`src/rtl/ps2_key_tracker.sv`:
```
// PS/2 scan-code tracker: pops bytes from the receiver, decodes E0/F0 prefixes,
// follows the most recently pressed key and counts distinct presses.
module ps2_key_tracker #(
  parameter int CNT_W = 16
) (
  input  logic             clk,
  input  logic             resetn,
  input  logic             rx_ready,
  input  logic [7:0]       rx_data,
  output logic             rx_pop,
  output logic [7:0]       key_code,
  output logic             key_ext,
  output logic             key_valid,
  output logic [CNT_W-1:0] press_cnt,
  output logic             press_pulse
);

  localparam logic [7:0] CODE_EXT  = 8'hE0;
  localparam logic [7:0] CODE_BRK  = 8'hF0;
  localparam logic [7:0] CODE_ERR0 = 8'h00;
  localparam logic [7:0] CODE_ERR1 = 8'hFF;
  localparam logic [7:0] CODE_BAT  = 8'hAA;

  logic gap;
  logic brk_flag;
  logic ext_flag;
  logic same_key;

  // The idle cycle after each pop gives the receiver time to present its next byte.
  assign rx_pop   = rx_ready & ~gap;
  assign same_key = key_valid && (rx_data == key_code) && (ext_flag == key_ext);

  always_ff @(posedge clk or negedge resetn) begin
    if (!resetn) begin
      gap         <= 1'b0;
      brk_flag    <= 1'b0;
      ext_flag    <= 1'b0;
      key_code    <= 8'h00;
      key_ext     <= 1'b0;
      key_valid   <= 1'b0;
      press_cnt   <= '0;
      press_pulse <= 1'b0;
    end else begin
      gap         <= rx_pop;
      press_pulse <= 1'b0;
      if (rx_pop) begin
        case (rx_data)
          CODE_EXT: ext_flag <= 1'b1;
          CODE_BRK: brk_flag <= 1'b1;
          CODE_ERR0, CODE_ERR1, CODE_BAT: begin
            brk_flag <= 1'b0;
            ext_flag <= 1'b0;
          end
          default: begin
            // A break only releases the tracked key; a make of the held key is typematic.
            if (brk_flag) begin
              if (same_key) key_valid <= 1'b0;
            end else if (!same_key) begin
              key_code    <= rx_data;
              key_ext     <= ext_flag;
              key_valid   <= 1'b1;
              press_cnt   <= press_cnt + 1'b1;
              press_pulse <= 1'b1;
            end
            brk_flag <= 1'b0;
            ext_flag <= 1'b0;
          end
        endcase
      end
    end
  end

endmodule

```
`config.mk`:
```
export PLATFORM = sky130hd
export DESIGN_NAME = ps2_key_tracker
export DESIGN_NICKNAME = d
export VERILOG_FILES = /design/src/rtl/ps2_key_tracker.sv
export SDC_FILE = /design/constraint.sdc
export NUM_CORES = 1
export LEC_CHECK = 0
export CELL_PAD_IN_SITES_DETAIL_PLACEMENT = 1
export CELL_PAD_IN_SITES_GLOBAL_PLACEMENT = 1
export CORE_ASPECT_RATIO = 0.9
export CORE_MARGIN = 3
export CORE_UTILIZATION = 32
export DETAILED_ROUTE_END_ITERATION = 10
export GPL_TIMING_DRIVEN = 0
export PLACE_DENSITY = 0.72
export SKIP_CTS_REPAIR_TIMING = 1
export SYNTH_ARGS = -nofsm -noshare
export SYNTH_HDL_FRONTEND = slang
export SYNTH_SLANG_ARGS = --single-unit
```
`constraint.sdc`:
```
create_clock -name clk -period 2.8 [get_ports clk]
set_clock_uncertainty 0.1 [all_clocks]
set_input_delay 0.56 -clock clk [delete_from_list [all_inputs] [get_ports clk]]
set_output_delay 0.56 -clock clk [all_outputs]
set_load 0.02 [all_outputs]
```
==> results of run 1 <==
## stage by stage
step | worst slack (ns) | instances
detailed placement | -0.264 | 220
finish | 0.177 | 230
global route | 0.0478 | 230
floorplan | 0.666 | 122
global placement | -0.241 | 220
CTS | 0.00863 | 228
## cell usage after synthesis
cell type   n  area (um^2)
nor2_1      6         22.5
and3_1      6         37.5
inv_1       2         7.51
buf_2       1         5.00
nand2b_1    1         6.26
nand3_1     8         40.0
nand2_1     4         15.0
nor3_1      1         5.00
or4_1       1         7.51
nand4_1    10         62.6
mux2_2      5         56.3
nor4_1      5         31.3
clkbuf_1    1         3.75
mux2_4      6         90.1
o21ai_1     1         5.00
a21oi_2     1         8.76
ha_1        2         25.0
xor2_1      9         78.8
nor3b_4     1         18.8
xnor2_1    15          131
and2_1      2         12.5
a21oi_1     2         10.0
and2b_2     1         8.76
dfrtp_1    30          751
buf_6       1         11.3
## registers in the layout, indices dropped and copies added, names as in the netlist
register / flops
key_code: 8
key_valid: 1
press_cnt: 16
ext_flag: 1
gap: 1
press_pulse: 1
key_ext: 1
brk_flag: 1
## power by group
group / internal [W] / switching [W] / total [W]
sequential: 0.000513 / 0.0000893 / 0.000602
combinational: 0.000258 / 0.000253 / 0.000511
clock: 0.000198 / 0.000160 / 0.000358
total: 0.000969 / 0.000502 / 0.00147
## cell type report
class                   instances  share of cell area
well taps                      60              0.0372
multi-input cells              87               0.337
plain buffers                   3             0.00993
flip-flops and latches         30               0.372
inverters                       2             0.00372
clock buffers                   7              0.0428
repair buffers                 40               0.195
clock inverters                 1             0.00248
## cells by family (layout without fill, tap and decap cells)
family	count (synthesis)	after routing	synth area share
mux	11	11	0.101
flops	30	30	0.517
buf+inv	5	53	0.0190
simple gates	46	46	0.184
compound gates	4	4	0.0164
fa+ha+maj	2	2	0.0172
xor+xnor	24	24	0.145
## worst min path at each step
stage	start	end	slack, ns	depth (start not counted)
after floorplan	resetn	brk_flag$_DFFE_PN0P_	0.16	0
after global placement	press_cnt[15]$_DFFE_PN0P_	press_cnt[15]$_DFFE_PN0P_	0.37	1
after detailed placement	press_cnt[15]$_DFFE_PN0P_	press_cnt[15]$_DFFE_PN0P_	0.39	1
after CTS	press_cnt[15]$_DFFE_PN0P_	press_cnt[15]$_DFFE_PN0P_	0.40	1
after global routing	resetn	key_code[0]$_DFFE_PN0P_	0.25	1
final	resetn	key_code[0]$_DFFE_PN0P_	0.21	1
## metal layers
| metal | share of wire | wire (um) | vias up |
|---|---|---|---|
| met4 | 0.013 | 49 | 0 |
| met5 | 0 | 0 | - |
| li1 | - | - | 527 |
| met2 | 0.49 | 1790 | 16 |
| met3 | 0.033 | 119 | 6 |
| met1 | 0.46 | 1680 | 539 |
## cells in the final DEF (no fill, tap or decap)
cell type	Yosys	routed
mux2_2	5	5
o21ai_1	1	1
and2_1	2	2
nor2_1	6	6
inv_1	2	2
and3_1	6	6
buf_4	0	2
ha_1	2	2
or4_1	1	1
xnor2_1	15	15
clkdlybuf4s50_1	0	36
nand2_1	4	4
and2b_2	1	1
nor3_1	1	1
nand2b_1	1	1
buf_2	1	2
nor4_1	5	4
mux2_4	6	6
xor2_1	9	9
clkbuf_8	0	6
buf_6	1	1
a21oi_2	1	1
dfrtp_1	30	30
clkbuf_1	1	2
nor4_2	0	1
clkinv_2	0	1
nor3b_4	1	1
a21oi_1	2	2
nand3_1	8	8
dlymetal6s2s_1	0	1
nand4_1	10	10
==> results by group, run 1 <==
Run status
  • Status: finished clean

Pwr
  • Power Density: 729 nW/um^2
  • Leak: 0.849 nW
  • Peak supply drop: 0.000297 V
  • Final total power: 0.00147 W

Clocking
  • H-tree levels: 2
  • Worst-Skew Late Latency: 0.28 ns
  • CTS clk-pin slew, worst paths: 0.06 ns
  • TritonCTS clock tree: yes
  • Sinks on Clock Net: 30
  • Clock buffer depth: 2
  • Num CTS Buffers: 5
  • Root Buffer: clkbuf_8

Logic synthesis
  • Yosys reg bits: 30
  • Synthesized cell area: 1450 um^2
  • Mapped Cells: 122
  • Seq/Total Area, Yosys: 0.517
  • Synth Net Count: 135
  • Synth cell types: 25
  • Syn_area_per_cell: 11.9 um^2
  • Yosys warning count: 0

Job
  • Max-cap violations: 0

Global routing
  • Tot GR Track Use: 0.148
  • Vias in the first global route: 1,191
  • First-pass GRT wire length: 6220 um
  • Met2 global-route usage: 0.229
  • GRT met3 Usage: 0.0464
  • Overflow after GRT: 0
  • M1 GR Usage: 0.194
  • Largest net degree at the start of global routing: 31
  • GR peak layer: met2
  • Initial antenna violation count: 0

Finish
  • Storage element area: 751 um^2
  • # nets final: 182
  • Synthesis-to-layout area growth: 39.0%
  • Final Cell Area: 2020 um^2
  • Layout cells sized above 1: 0.159
  • Multi-input gate area: 679 um^2
  • Post-layout util: 0.479
  • Fillers: 443
  • Ant diodes: 0

Setup path
  • Worst setup path end: key_code[2]$_DFFE_PN0P_
  • Critical path's largest stage delay: 0.49 ns
  • R2R cell count: 9
  • Worst Setup SP: rx_data[3]
  • Crit path max-delay family: buffers and inverters
  • Worst path cell trace: clkdlybuf4s50_1 > xor2_1 > nor4_2 > nand4_1 > ha_1 > nand2_1 > nor3b_4 > buf_4 > buf_6 > mux2_4
  • Flop2flop setup slack: 0.58 ns
  • WP depth: 10
  • R2r endpoint: key_code[2]$_DFFE_PN0P_
  • Crit-path max FO: 10
  • Crit. End Element: flop
  • Critical path buffers and inverters: 3
  • Crit-path slowest cell: clkdlybuf4s50_1
  • Worst Path Class, Setup: in2reg
  • Startpoint types: input port
  • Worst reg2reg startpoint: key_code[3]$_DFFE_PN0P_
  • Arrival time worst endpoint: 2.69 ns
  • CP Data Required Time: 2.87 ns

Floorplanning
  • Chip height: 69.9 um
  • Initial core utilization: 0.345
  • Boundary Pins: 39
  • Number of core rows: 22
  • Core ar.: 4210 um^2
  • Die W: 77.0 um
  • Die area: 5380 um^2

Timing
  • Final count of hold timing violations: 0
  • RSZ-0062 raised after global routing: false
  • # setup viols final: 0
  • Setup TNS Final: 0 ns
  • Fin Hold WS: 0.211 ns
  • F_max: 0.381 GHz
  • Final Cycle Share: 0.937
  • Max_slew headroom: 0.553
  • Tmin final: 2.62 ns
  • Slew Limit Fails: 0
  • Slew @ Worst Pin: 0.670 ns

Route
  • First drt pass iteration count: 4
  • DR iter-0 viols: 44
  • WL final: 3640 um
  • WL/cell: 15.8 um
  • Via count: 1,088
  • Vias per cell: 4.73
  • Drt drc: 0
  • Antenna Violating Nets Remaining: 0

Placement
  • Placer Congestion: 0.783
  • Post-DP Area: 1910 um^2
  • DP HPWL: 2720 um
  • Number of I/O port buffers: 38

Worst hold path
  • Worst hold path type: in2async
No activity file was read; power rests on OpenSTA's default activity.
==> run 2, diff against run 1 <==
--- a/config.mk
+++ b/config.mk
@@ -5,6 +5,7 @@
 export SDC_FILE = /design/constraint.sdc
 export NUM_CORES = 1
 export LEC_CHECK = 0
+export ABC_AREA = 1
 export CELL_PAD_IN_SITES_DETAIL_PLACEMENT = 1
 export CELL_PAD_IN_SITES_GLOBAL_PLACEMENT = 1
 export CORE_ASPECT_RATIO = 0.9
@@ -12,7 +13,7 @@
 export CORE_UTILIZATION = 32
 export DETAILED_ROUTE_END_ITERATION = 10
 export GPL_TIMING_DRIVEN = 0
-export PLACE_DENSITY = 0.72
+export PLACE_DENSITY = 0.74
 export SKIP_CTS_REPAIR_TIMING = 1
 export SYNTH_ARGS = -nofsm -noshare
 export SYNTH_HDL_FRONTEND = slang
==> constraint.sdc (replaced) <==
create_clock -name clk -period 2.8 [get_ports clk]
set_clock_uncertainty 0.1 [all_clocks]
set_input_delay 0.42 -clock clk [delete_from_list [all_inputs] [get_ports clk]]
set_output_delay 0.42 -clock clk [all_outputs]
set_load 0.02 [all_outputs]
==> run 2 against run 1 <==
- critical path depth shrank 6
- non-clock buffer count is 1 higher
- worst hold slack worse by 0.13 ns
- fmax increased by 12%
- register-to-register slack gained 0.24 ns
- largest power group unchanged
- highest routed layer unchanged
==> results by group, run 2 <==
Logic synthesis
  • Area fraction of the dominant cell type after synthesis: 0.397 (was 0.517)
  • Synth Flop Type: dfrtp_1 (unchanged)
  • Post-synth EDFFs: 0 (unchanged)
  • Post-synthesis mux area share: 0 (was 0.101)
  • Asr flop ratio synth: 1.00 (unchanged)
  • Syn_area_per_cell: 7.39 um^2 (was 11.9 um^2)
  • Seq/Total Area, Yosys: 0.397 (was 0.517)
  • Yosys reg bits: 30 (unchanged)
  • Mapped Cells: 256 (was 122)
  • Fraction of the mapped netlist area in simple logic gates: 0.433 (was 0.184)
  • Synth cell types: 26 (was 25)
  • Synth Area in Compound Gates: 0.0278 (was 0.0164)
  • Adder-Cell Fraction of Synth Area: 0.0132 (was 0.0172)
  • Yosys warning count: 0 (unchanged)
  • Synthesized cell area: 1890 um^2 (was 1450 um^2)
  • Count leader, synth: nand2_1 (was dfrtp_1)
  • Yosys top cell by area: dfrtp_1 (unchanged)
  • Synth Net Count: 269 (was 135)
  • Synth cell count leaders: nand2_1, nand3_1, dfrtp_1 (was dfrtp_1, xnor2_1, nand4_1)
  • Main combinational cell family by area after synthesis: simple AND/OR/NAND/NOR gates (unchanged)
  • Xor/xnor cell area share of the yosys netlist: 0.0417 (was 0.145)
  • Synth area leaders: dfrtp_1, nand2_1, nand3_1 (was dfrtp_1, xnor2_1, mux2_4)

Timing
  • # setup viols final: 0 (unchanged)
  • Tmin final: 2.34 ns (was 2.62 ns)
  • Final Cycle Share: 0.834 (was 0.937)
  • F_max: 0.428 GHz (was 0.381 GHz)
  • Max_slew headroom: 0.530 (was 0.553)
  • Final count of hold timing violations: 0 (unchanged)
  • Slew Limit Fails: 0 (unchanged)
  • Setup TNS Final: 0 ns (unchanged)
  • Slew @ Worst Pin: 0.705 ns (was 0.670 ns)
  • RSZ-0062 raised after global routing: false (unchanged)

Clocking
  • CTS clk-pin slew, worst paths: 0.07 ns (was 0.06 ns)
  • Num CTS Buffers: 5 (unchanged)
  • Root Buffer: clkbuf_8 (unchanged)
  • Clock buffer depth: 2 (unchanged)
  • H-tree levels: 2 (unchanged)
  • Worst-Skew Late Latency: 0.28 ns (about the same)
  • Sinks on Clock Net: 30 (unchanged)
  • TritonCTS clock tree: yes (unchanged)

Setup path
  • Arrival time worst endpoint: 1.82 ns (was 2.69 ns)
  • Critical path buffers and inverters: 3 (unchanged)
  • Crit-path slowest cell: clkdlybuf4s50_1 (unchanged)
  • CP Data Required Time: 2.28 ns (was 2.87 ns)
  • Worst Path Class, Setup: in2out (was in2reg)
  • Worst path cell trace: clkdlybuf4s50_1 > inv_1 > nor2_2 > clkdlybuf4s50_1 (was clkdlybuf4s50_1 > xor2_1 > nor4_2 > nand4_1 > ha_1 > nand2_1 > nor3b_4 > buf_4 > buf_6 > mux2_4)
  • Startpoint types: input port (unchanged)
  • Crit path max-delay family: buffers and inverters (unchanged)
  • Crit. End Element: output pin (was flop)
  • Critical path's largest stage delay: 0.66 ns (was 0.49 ns)
  • Top cell by count, worst path: clkdlybuf4s50_1
  • Crit-path max FO: 6 (was 10)

Finish
  • Highest-count cells in the layout ignoring fill and taps: nand2_1, nand3_1, clkdlybuf4s50_1 (was clkdlybuf4s50_1, dfrtp_1, xnor2_1)
  • Storage element area: 751 um^2 (unchanged)
  • Layout cells sized above 1: 0.146 (was 0.159)
  • Commonest non-fill, non-tap cell in the layout: nand2_1 (was clkdlybuf4s50_1)
  • # nets final: 314 (was 182)
  • Multi-input gate area: 976 um^2 (was 679 um^2)
  • Fillers: 688 (was 443)
  • Synthesis-to-layout area growth: 29.1% (was 39.0%)
  • Largest register FFs: 16 (unchanged)
  • Largest regs: press_cnt x16, key_code x8 (unchanged)
  • Ant diodes: 0 (unchanged)
  • Top reg by flops: press_cnt (unchanged)

Floorplanning
  • Die area: 6870 um^2 (was 5380 um^2)
  • Number of core rows: 25 (was 22)
  • Boundary Pins: 39 (unchanged)
  • Die W: 87.1 um (was 77.0 um)
  • Core ar.: 5470 um^2 (was 4210 um^2)
  • Chip height: 78.9 um (was 69.9 um)
  • Initial core utilization: 0.346 (was 0.345)

Job
  • Max-cap violations: 0 (unchanged)

Global routing
  • First-pass GRT wire length: 9230 um (was 6220 um)
  • Largest net degree at the start of global routing: 31 (unchanged)
  • Initial antenna violation count: 0 (unchanged)
  • Vias in the first global route: 1,882 (was 1,191)
  • Tot GR Track Use: 0.171 (was 0.148)
  • Overflow after GRT: 0 (unchanged)

Placement
  • Placer Congestion: 0.781 (was 0.783)
  • Number of I/O port buffers: 38 (unchanged)
  • DP HPWL: 4060 um (was 2720 um)

Pwr
  • Leak: 1.12 nW (was 0.849 nW)
  • Final total power: 0.00143 W (was 0.00147 W)
  • Power Density: 584 nW/um^2 (was 729 nW/um^2)
  • Peak supply drop: 0.000400 V (was 0.000297 V)

Worst hold path
  • Worst hold path type: in2async (unchanged)

Route
  • WL/cell: 14.5 um (was 15.8 um)
  • Antenna Violating Nets Remaining: 0 (unchanged)
  • Via count: 1,803 (was 1,088)
  • WL final: 5340 um (was 3640 um)
  • DR iter-0 viols: 73 (was 44)
  • First drt pass iteration count: 4 (unchanged)
  • Vias per cell: 4.89 (was 4.73)
  • Drt drc: 0 (unchanged)

Run status
  • Status: finished clean (unchanged)
-- run 2: final timing paths --
check,slack [ns],cells after the start,from,to
min in group clk,0.39,1,gap$_DFF_PN0_,gap$_DFF_PN0_
max in group asynchronous,2.05,1,resetn,key_code[2]$_DFFE_PN0P_
max,0.46,4,rx_ready,rx_pop
min reg2reg,0.39,1,gap$_DFF_PN0_,gap$_DFF_PN0_
min,0.08,1,resetn,press_pulse$_DFF_PN0_
max reg2reg,0.82,8,key_code[7]$_DFFE_PN0P_,key_code[5]$_DFFE_PN0P_
-- run 2: stage by stage --
step	instance area (um^2)	hold WS [ns]	worst slack (ns)	util	std cells
floorplan	1890	0.0244	1.02	-	256
global placement	2360	0.378	0.180	0.430	361
detailed placement	2350	0.387	0.187	0.429	361
CTS	2440	0.108	0.432	0.446	369
global route	2440	0.147	0.268	0.446	369
finish	2440	0.0823	0.464	0.446	369
-- run 2: cell type report --
class,count,share of cell area
plain buffers,6,0.0231
clock buffers,7,0.0353
clock inverters,1,0.00205
inverters,29,0.0446
multi-input cells,191,0.400
flip-flops and latches,30,0.307
well taps,67,0.0343
repair buffers,38,0.154
-- run 2: kinds of logic after synthesis --
family	Yosys count
compound gates	9
xor+xnor	9
fa+ha+maj	2
buf+inv	35
flops	30
simple gates	171
-- run 2: metal layers --
| layer | wire length (um) | track usage |
|---|---|---|
| met5 | 0 | 0 |
| met4 | 46 | 0.0421 |
| met3 | 130 | 0.0290 |
| met2 | 2570 | 0.287 |
| met1 | 2590 | 0.228 |
-- run 2: power by group --
part / switching [W] / total, W / internal, W
Clock: 0.000169 / 0.000367 / 0.000198
Sequential: 0.0000914 / 0.000590 / 0.000499
Combinational: 0.000257 / 0.000469 / 0.000212
